===== src/rtl/pc_sequencer_pkg.sv =====
// Shared types for the PC sequencer: FSM states, the one-hot PC-source
// encoding the decoder drives, and a select sanity helper.
package pc_sequencer_pkg;

   typedef enum logic [2:0] {
      ST_IDLE,
      ST_FETCH,
      ST_ISSUE,
      ST_UPDATE,
      ST_HALTED
   } seq_state_t;

   // Bit order matches {sel_PCSrc_const, sel_PCSrc_offset, sel_PCSrc_plus1}.
   typedef enum logic [2:0] {
      PC_SRC_PLUS1  = 3'b001,
      PC_SRC_OFFSET = 3'b010,
      PC_SRC_CONST  = 3'b100
   } pc_src_t;

   function automatic logic pc_src_onehot(input logic [2:0] sel);
      return (sel == PC_SRC_PLUS1) || (sel == PC_SRC_OFFSET) || (sel == PC_SRC_CONST);
   endfunction

endpackage


===== src/rtl/pc_sequencer_if.sv =====
// Fetch bus plus decoder/datapath handshake seen by the PC sequencer.
// master = sequencer side, slave = memory/decoder side.
interface pc_sequencer_if #(
   parameter int PC_WIDTH     = 12,
   parameter int INSTR_WIDTH  = 19,
   parameter int OFFSET_WIDTH = 8
);
   logic                    imem_req;
   logic [PC_WIDTH-1:0]     imem_addr;
   logic                    imem_ack;
   logic [INSTR_WIDTH-1:0]  imem_data;
   logic [INSTR_WIDTH-1:0]  instr;
   logic                    instr_valid;
   logic                    exec_done;
   logic                    sel_PCSrc_plus1;
   logic                    sel_PCSrc_offset;
   logic                    sel_PCSrc_const;
   logic                    branch_taken;
   logic [OFFSET_WIDTH-1:0] jump_offset;
   logic [PC_WIDTH-1:0]     jump_const;

   modport master (
      output imem_req, imem_addr, instr, instr_valid,
      input  imem_ack, imem_data, exec_done,
      input  sel_PCSrc_plus1, sel_PCSrc_offset, sel_PCSrc_const,
      input  branch_taken, jump_offset, jump_const
   );

   modport slave (
      input  imem_req, imem_addr, instr, instr_valid,
      output imem_ack, imem_data, exec_done,
      output sel_PCSrc_plus1, sel_PCSrc_offset, sel_PCSrc_const,
      output branch_taken, jump_offset, jump_const
   );
endinterface


===== src/rtl/pc_sequencer_next_calc.sv =====
// Combinational next-PC selection; flags select vectors that are not one-hot.
// All arithmetic wraps modulo 2^PC_WIDTH.
module pc_next_calc
   import pc_sequencer_pkg::*;
#(
   parameter int PC_WIDTH     = 12,
   parameter int OFFSET_WIDTH = 8
) (
   input  logic [PC_WIDTH-1:0]     pc,
   input  logic [2:0]              sel,
   input  logic                    branch_taken,
   input  logic [OFFSET_WIDTH-1:0] jump_offset,
   input  logic [PC_WIDTH-1:0]     jump_const,
   output logic [PC_WIDTH-1:0]     next_pc,
   output logic                    sel_error
);

   logic [PC_WIDTH-1:0] pc_inc;
   logic [PC_WIDTH-1:0] off_ext;
   logic [PC_WIDTH-1:0] pc_rel;

   assign off_ext = {{(PC_WIDTH-OFFSET_WIDTH){jump_offset[OFFSET_WIDTH-1]}}, jump_offset};
   assign pc_inc  = pc + PC_WIDTH'(1);
   assign pc_rel  = pc + off_ext;

   assign sel_error = !pc_src_onehot(sel);

   // Bad selects fall through to the default and advance sequentially.
   always_comb begin
      next_pc = pc_inc;
      case (sel)
         PC_SRC_OFFSET: next_pc = branch_taken ? pc_rel : pc_inc;
         PC_SRC_CONST:  next_pc = jump_const;
         default:       next_pc = pc_inc;
      endcase
   end

endmodule


===== src/rtl/pc_sequencer.sv =====
// Program counter and fetch sequencer: IDLE -> FETCH -> ISSUE -> UPDATE loop,
// with latched halt and a sticky bad-select flag.
module pc_sequencer
   import pc_sequencer_pkg::*;
#(
   parameter int                  PC_WIDTH     = 12,
   parameter int                  INSTR_WIDTH  = 19,
   parameter int                  OFFSET_WIDTH = 8,
   parameter logic [PC_WIDTH-1:0] RESET_PC     = '0
) (
   input  logic                clk,
   input  logic                rst,
   input  logic                start,
   input  logic                halt,
   pc_sequencer_if.master      bus,
   output logic [PC_WIDTH-1:0] pc,
   output logic                sel_error,
   output logic                busy
);

   seq_state_t             state;
   logic                   req_q;
   logic                   valid_q;
   logic                   halt_q;
   logic [INSTR_WIDTH-1:0] instr_q;
   logic [PC_WIDTH-1:0]    pc_next_q;
   logic [PC_WIDTH-1:0]    calc_pc;
   logic                   calc_err;

   pc_next_calc #(
      .PC_WIDTH     (PC_WIDTH),
      .OFFSET_WIDTH (OFFSET_WIDTH)
   ) u_next (
      .pc           (pc),
      .sel          ({bus.sel_PCSrc_const, bus.sel_PCSrc_offset, bus.sel_PCSrc_plus1}),
      .branch_taken (bus.branch_taken),
      .jump_offset  (bus.jump_offset),
      .jump_const   (bus.jump_const),
      .next_pc      (calc_pc),
      .sel_error    (calc_err)
   );

   assign bus.imem_req    = req_q;
   assign bus.imem_addr   = pc;
   assign bus.instr       = instr_q;
   assign bus.instr_valid = valid_q;

   always_ff @(posedge clk or posedge rst) begin
      if (rst) begin
         state     <= ST_IDLE;
         pc        <= RESET_PC;
         pc_next_q <= RESET_PC;
         instr_q   <= '0;
         req_q     <= 1'b0;
         valid_q   <= 1'b0;
         halt_q    <= 1'b0;
         sel_error <= 1'b0;
         busy      <= 1'b0;
      end else begin
         case (state)
            ST_IDLE: begin
               if (start) begin
                  state <= ST_FETCH;
                  req_q <= 1'b1;
                  busy  <= 1'b1;
               end
            end
            ST_FETCH: begin
               if (bus.imem_ack) begin
                  instr_q <= bus.imem_data;
                  req_q   <= 1'b0;
                  valid_q <= 1'b1;
                  halt_q  <= 1'b0;
                  state   <= ST_ISSUE;
               end
            end
            ST_ISSUE: begin
               if (halt) halt_q <= 1'b1;
               // Selects are only meaningful in the exec_done cycle.
               if (bus.exec_done) begin
                  pc_next_q <= calc_pc;
                  if (calc_err) sel_error <= 1'b1;
                  valid_q   <= 1'b0;
                  state     <= ST_UPDATE;
               end
            end
            ST_UPDATE: begin
               pc <= pc_next_q;
               if (halt_q || halt) begin
                  state <= ST_HALTED;
                  busy  <= 1'b0;
               end else begin
                  state <= ST_FETCH;
                  req_q <= 1'b1;
               end
            end
            ST_HALTED: ;
            default: begin
               state <= ST_IDLE;
               req_q <= 1'b0;
               valid_q <= 1'b0;
               busy  <= 1'b0;
            end
         endcase
      end
   end

endmodule


===== src/flat_wrapper.sv =====
// flat-port wrapper written by rule: the top's interface ports become plain ports
module pc_sequencer_flat import pc_sequencer_pkg::*;
#(
   parameter int                  PC_WIDTH     = 12,
   parameter int                  INSTR_WIDTH  = 19,
   parameter int                  OFFSET_WIDTH = 8,
   parameter logic [PC_WIDTH-1:0] RESET_PC     = '0
)
  (clk, rst, start, halt, pc, sel_error, busy, bus_imem_req, bus_imem_addr, bus_instr, bus_instr_valid, bus_imem_ack, bus_imem_data, bus_exec_done, bus_sel_PCSrc_plus1, bus_sel_PCSrc_offset, bus_sel_PCSrc_const, bus_branch_taken, bus_jump_offset, bus_jump_const);
  pc_sequencer_if #(.PC_WIDTH(PC_WIDTH), .INSTR_WIDTH(INSTR_WIDTH), .OFFSET_WIDTH(OFFSET_WIDTH)) bus_i ();
  input  logic clk;
  input  logic rst;
  input  logic start;
  input  logic halt;
  output logic [PC_WIDTH-1:0] pc;
  output logic sel_error;
  output logic busy;
  output wire logic [$bits(bus_i.imem_req)-1:0] bus_imem_req;
  output wire logic [$bits(bus_i.imem_addr)-1:0] bus_imem_addr;
  output wire logic [$bits(bus_i.instr)-1:0] bus_instr;
  output wire logic [$bits(bus_i.instr_valid)-1:0] bus_instr_valid;
  input wire logic [$bits(bus_i.imem_ack)-1:0] bus_imem_ack;
  input wire logic [$bits(bus_i.imem_data)-1:0] bus_imem_data;
  input wire logic [$bits(bus_i.exec_done)-1:0] bus_exec_done;
  input wire logic [$bits(bus_i.sel_PCSrc_plus1)-1:0] bus_sel_PCSrc_plus1;
  input wire logic [$bits(bus_i.sel_PCSrc_offset)-1:0] bus_sel_PCSrc_offset;
  input wire logic [$bits(bus_i.sel_PCSrc_const)-1:0] bus_sel_PCSrc_const;
  input wire logic [$bits(bus_i.branch_taken)-1:0] bus_branch_taken;
  input wire logic [$bits(bus_i.jump_offset)-1:0] bus_jump_offset;
  input wire logic [$bits(bus_i.jump_const)-1:0] bus_jump_const;
  assign bus_imem_req = bus_i.imem_req;
  assign bus_imem_addr = bus_i.imem_addr;
  assign bus_instr = bus_i.instr;
  assign bus_instr_valid = bus_i.instr_valid;
  assign bus_i.imem_ack = bus_imem_ack;
  assign bus_i.imem_data = bus_imem_data;
  assign bus_i.exec_done = bus_exec_done;
  assign bus_i.sel_PCSrc_plus1 = bus_sel_PCSrc_plus1;
  assign bus_i.sel_PCSrc_offset = bus_sel_PCSrc_offset;
  assign bus_i.sel_PCSrc_const = bus_sel_PCSrc_const;
  assign bus_i.branch_taken = bus_branch_taken;
  assign bus_i.jump_offset = bus_jump_offset;
  assign bus_i.jump_const = bus_jump_const;
  pc_sequencer #(.PC_WIDTH(PC_WIDTH), .INSTR_WIDTH(INSTR_WIDTH), .OFFSET_WIDTH(OFFSET_WIDTH), .RESET_PC(RESET_PC)) u_core (.clk(clk), .rst(rst), .start(start), .halt(halt), .bus(bus_i), .pc(pc), .sel_error(sel_error), .busy(busy));
endmodule

===== config.mk =====
export PLATFORM = sky130hd
export DESIGN_NAME = pc_sequencer_flat
export DESIGN_NICKNAME = d
export VERILOG_FILES = /design/src/rtl/pc_sequencer_pkg.sv /design/src/rtl/pc_sequencer_if.sv /design/src/rtl/pc_sequencer_next_calc.sv /design/src/rtl/pc_sequencer.sv /design/src/flat_wrapper.sv
export SDC_FILE = /design/constraint.sdc
export NUM_CORES = 1
export LEC_CHECK = 0
export ABC_AREA = 1
export CAP_MARGIN = 0
export CORE_MARGIN = 1
export CORE_UTILIZATION = 44
export DETAILED_ROUTE_END_ITERATION = 10
export GPL_TIMING_DRIVEN = 1
export PLACE_DENSITY_LB_ADDON = 0.1
export SETUP_SLACK_MARGIN = 0.05
export SLEW_MARGIN = 5
export SYNTH_ARGS = -nofsm -noshare
export SYNTH_HDL_FRONTEND = slang
export SYNTH_HIERARCHICAL = 1
export SYNTH_SLANG_ARGS = --single-unit

===== constraint.sdc =====
create_clock -name clk -period 2.05 [get_ports clk]
set_clock_uncertainty 0.05 [all_clocks]
set_input_delay 0.615 -clock clk [delete_from_list [all_inputs] [get_ports clk]]
set_output_delay 0.615 -clock clk [all_outputs]
set_load 0.005 [all_outputs]

Word level (Yosys, flattened, before mapping)
Cells that the tools add are included.
Storage, ports and cells
  register bits after elaboration: 51
  output and inout bits: 47
  word-level logic and storage cells: 63
Operators by class
  add/sub/neg operators: 2
  eq/ne operators: 13
  multiplexer cells: 18
  bitwise operators: 5
  reduce and logical (&&, ||, !) cells: 16
Operator list (number)
  12-bit one-hot mux with 2 select lines: 1
  3-bit one-hot mux with 5 select lines: 1
  12-bit by 1-bit adder with 12-bit output (second input constant): 1
  12-bit adder: 1
  12-bit 2-to-1 mux: 1
  3-bit 2-to-1 mux: 4
  3-bit AND reduction: 4
  2-bit inequality test (second input constant): 5
  3-bit by 2-bit equality test with 1-bit output (second input constant): 3
  4-bit AND reduction: 2
  1-bit 2-to-1 mux: 7
  3-bit by 1-bit equality test with 1-bit output (second input constant): 2
  3-bit equality test (second input constant): 2
  1-bit one-hot mux with 3 select lines: 2
  3-bit OR reduction: 2
  1-bit inverter: 5
  1-bit one-hot mux with 4 select lines: 1
  2-bit AND reduction: 2
  3-bit logical NOT: 1
  1-bit logical OR: 3
  2-bit by 1-bit inequality test with 1-bit output (second input constant): 1
  1-bit one-hot mux with 2 select lines: 1
  2-bit nonzero test: 1
  2-bit OR reduction: 1

Depth between registers and ports, before layout
  depth in word-level cells: 5
  mapped depth: 13
  mapped depth without buffers: 13

Modules after synthesis
The synthesis kept the hierarchy.
By module, submodules not included
  pc_sequencer: times used 1, cells an instance 258, area each 2177.1 µm²
  pc_next_calc: times used 1, cells an instance 256, area each 1298.7 µm²

Worst setup path after synthesis
Ideal clock, no wire load.
  path type: input -> register
  from: in bus_jump_offset[0]
  to: reg u_core.pc_next_q[6]
  setup time: 117 ps
  data arrival time: 1901 ps
  data required time: 1883 ps
  path slack: -17 ps
  stages on the path: 11
  path buffers: 0
  path through: ha_1 > fa_1 > nand2_1 > nand3_1 > nand3_1 > a21oi_1 > nand3b_1 > nand2_1 > nand2_1 > nand3_1 > nand2_1
Between the ends
  longest elaborated chain between the ends: 3
Ends and longest elaborated chain
  from (decl): RTL line flat_wrapper.sv:29  | input wire logic [$bits(bus_i.jump_offset)-1:0] bus_jump_offset;
  12-bit adder: RTL line pc_sequencer_next_calc.sv:24  | assign pc_rel = pc + off_ext;
  12-bit 2-to-1 mux: RTL line pc_sequencer_next_calc.sv:32  | PC_SRC_OFFSET: next_pc = branch_taken ? pc_rel : pc_inc;
  12-bit one-hot mux with 2 select lines: RTL line pc_sequencer_next_calc.sv:31  | case (sel)
  net u_core.calc_pc[6]: RTL line pc_sequencer.sv:27  | logic [PC_WIDTH-1:0] calc_pc;
  to (signal assigned): RTL line pc_sequencer.sv:81  | pc_next_q <= calc_pc;
  to (decl): RTL line pc_sequencer.sv:26  | logic [PC_WIDTH-1:0] pc_next_q;
The timed path passes the listed nets, and every way through them passes these cells.
A chain may end at the register's enable or synchronous reset.

Worst setup path after layout
  from: reg u_core.pc[0], in the netlist u_core/bus.imem_addr[0]
  to: out pc[0]
RTL lines
  from (decl): RTL line pc_sequencer.sv:16  | output logic [PC_WIDTH-1:0] pc,
  from (signal assigned): RTL line pc_sequencer.sv:88  | pc <= pc_next_q;
  to (decl): RTL line flat_wrapper.sv:15  | output logic [PC_WIDTH-1:0] pc;
No word-level cell between the ends.

==> results.ini <==
[pwr]
switching_share=0.4161
power.share.combinational=0.610
internal_power_mw=3.844
power_switching_mw=2.739
clkPwrFrac=0.112
p_leak_nw=2.805
seqPwrFrac=0.278
ir_drop_uv=650.1
p_per_area_nw_per_um2=1248

[yosys]
synth.area.mux_share=0
synthXorXnorAreaFrac=0.01764
syn_inst=514
avgSynthCellArea_um2=6.762
post_synth_num_cell_types=35
ys_ff_latch=51
synth.yosys.seq_area_share=0.3672
synth_top_area_share=0.3672
synth_top_family_by_area=simple AND/OR/NAND/NOR gates
synth_area_leaders=dfrtp_1 37%, nand2_1 26%, nand3_1 7.3%, inv_1 5.5%, ha_1 4.3%
netlist_area_um2=3476
synthAdderAreaFrac=0.04896
synth_compound_area_frac=0.04320
synth_top_area_cell=dfrtp_1
syn_nets=576
synth_simple_gate_area_frac=0.4104
ys.warnings.count=6

[job]
maxCapViolations=0

[sta]
setup_viol=0
finalCritPeriodShare=0.9719
setup_tns_ps=0
layout_min_cycle_time_ps=1992
tightest_slew_ps=613.7
finalHoldViolCount=0
fmaxAchievable_mhz=501.9
rsz0062_at_grt=true
slew_headroom=0.5904
drv_slew=0

[worst_setup_path]
cp_slowest_cell=clkdlybuf4s50_1
path_buf_inv=2
critPathMaxStageDelay_ps=510
critPathCaptureType=output port
required_ps=1380
worstPathCellList=buf_4 > clkdlybuf4s50_1
path_class=reg2out
worst_path_dominant_cell_family=buffers and inverters
cp_max_fo=6
critPathLaunchType=register
crit_arrival_ps=1330

[routing]
drc=0
post_drt_wl_per_cell_um=13.76
drt-initial-drc-count=224
ant_nets=0
viasPerCell=5.012
via_count=3789
drt_first_pass_iters=5
wl_um=10410

[cells_and_area]
insertedDiodeCount=0
drive_gt1_frac=0.2095
fin_area_um2=5276
finalNetCount=715
stdcell_count=756
fin_util=0.6864
synthToLayoutAreaGrowth_pct=51.80

[clock_tree]
holdBufCountCts=0
clock_latency_ps=300
cts_tree=done
cts.sink_count=51
cts_buffer_depth=2
cts_root_buf=clkbuf_8
cts-htree-levels=2
clk_pin_slew_ps=100
cts_made_buffers=5

[placement]
placed_cell_area_um2=4746
io_buffers=95
gp_congestion=0.8819
dp_hpwl_um=7335
dp.cells=729

[global_routing]
met1_usage=0.3242
met2_usage=0.4350
grt_pass1_vias=3717
track_usage=0.2546
grt_pass1_wl_um=16890
grt_max_degree=52
antenna_found_initial=0
gr-total-overflow=0
use_met3=0.05135
gr-max-usage-layer=met2

[status]
status=finished, final reports clean

[floorplanning]
start_util=0.4521
die-area_um2=8259
rows=32
core_um2=7687
die_w_um=90.88
ios=96
fp.dieH_um=90.88

[hold_path]
hp-class=reg2reg

## routing by layer
layer | part of all wire | wire, um
met5 | 0 | 0
met4 | 0.021 | 221
met3 | 0.069 | 713
met2 | 0.48 | 5018
met1 | 0.43 | 4453
## state kept, by name (all words and copies together), names as in the netlist
register and cells:
u_core/bus.imem_addr 12, u_core/bus.imem_req 1, u_core/bus.instr 19, u_core/bus.instr_valid 1, u_core/busy 1, u_core/halt_q 1
u_core/pc_next_q 12, u_core/sel_error 1, u_core/state 3
## layout make-up
type,instances,area [um2]
fill,648,2411
multi-input combinational,382,2069
timing repair buffer,155,1450
sequential,51,1287
inverter,58,225.2
tap,102,127.6
clock buffer,5,68.82
clock inverter,3,47.55
## cells in the mapped netlist, drive strengths merged
master / n
nor3: 4
o211ai: 1
fa: 1
nand4: 6
nor2: 30
a21oi: 8
clkbuf: 2
dfrtp: 51
nand2: 239
xnor2: 1
a31o: 1
nand3b: 3
inv: 58
o221ai: 1
buf: 21
o21ai: 12
nand3: 53
or2: 1
ha: 12
a32oi: 2
o21bai: 1
xor2: 6
## kinds of logic (layout without fill, tap and decap cells)
kind of cell             count (synthesis)  after routing
buffers and inverters                   81            221
adder cells (fa/ha/maj)                 13             13
flip-flops                              51             51
XOR/XNOR                                 7              7
AND/OR/NAND/NOR                        336            336
AO/OA/AOI/OAI                           26             26
## path summary, 6_finish.rpt
path | from | end | slack (ps) | cells past startpoint
worst max-delay path | u_core/bus.imem_addr[0]$_DFFE_PP0P_ | pc[0] | 60 | 2
worst min-delay path | u_core/bus.instr[10]$_DFFE_PP0P_ | u_core/bus.instr[10]$_DFFE_PP0P_ | 430 | 2
worst max register to register | u_core/bus.imem_addr[7]$_DFFE_PP0P_ | u_core/pc_next_q[9]$_DFFE_PP0P_ | 80 | 11
worst min register to register | u_core/bus.instr[10]$_DFFE_PP0P_ | u_core/bus.instr[10]$_DFFE_PP0P_ | 430 | 2
max in group asynchronous | rst | u_core/bus.imem_addr[7]$_DFFE_PP0P_ | 1080 | 3
min in group asynchronous | rst | u_core/pc_next_q[0]$_DFFE_PP0P_ | 610 | 3
## worst min-delay path, stage by stage, from the launching register on
cell	delay, ps
dfrtp_1	360
nand2_1	50
nand2_1	40
## power by group through the flow
stage	Clock [mW]	Combinational, mW	Sequential, mW
final	0.737	4.02	1.83
after global routing	0.792	4.44	1.89
after floorplan	0	1.91	1.83
after CTS	0.757	3.72	1.84
after detailed placement	0	3.40	1.86
after global placement	0	3.33	1.86
## through the flow
stage / total power [mW] / setup slack, ps / hold WS, ps
after global routing: 7.128 / -7.304 / 450.5
after floorplan: 3.735 / 56.68 / 392.2
after detailed placement: 5.258 / -557.0 / 408.0
final: 6.583 / 57.58 / 429.1
after CTS: 6.315 / 2.670 / 433.9
after global placement: 5.188 / -519.9 / 401.4
## what timing repair did
action                                  CTS  global route
cloned                                    0             0
endpoints found under the setup margin   31            28
resized for setup                        36            37
endpoints found under the hold margin     0             0
buffers inserted                          9            10
pin swaps                                 7            16
## cells in the final DEF, fill, tap and decap left out, types with 3 or more instances in the layout
cell type	count
o21ai_1	6
nor2_1	23
nand2_4	3
dfrtp_1	42
dlymetal6s2s_1	7
nand3b_1	3
buf_6	3
a21oi_1	6
dfrtp_2	9
buf_4	55
clkbuf_8	5
dlygate4sd2_1	4
clkdlybuf4s50_1	81
nor2_2	5
nand3_1	40
nand2_1	229
inv_2	7
nand3_2	9
ha_1	3
o21ai_0	6
nand3_4	4
ha_4	9
xor2_1	5
nand2_2	7
buf_12	3
inv_1	49
nand4_1	6
Note: power is estimated with default switching activity, not from simulation.
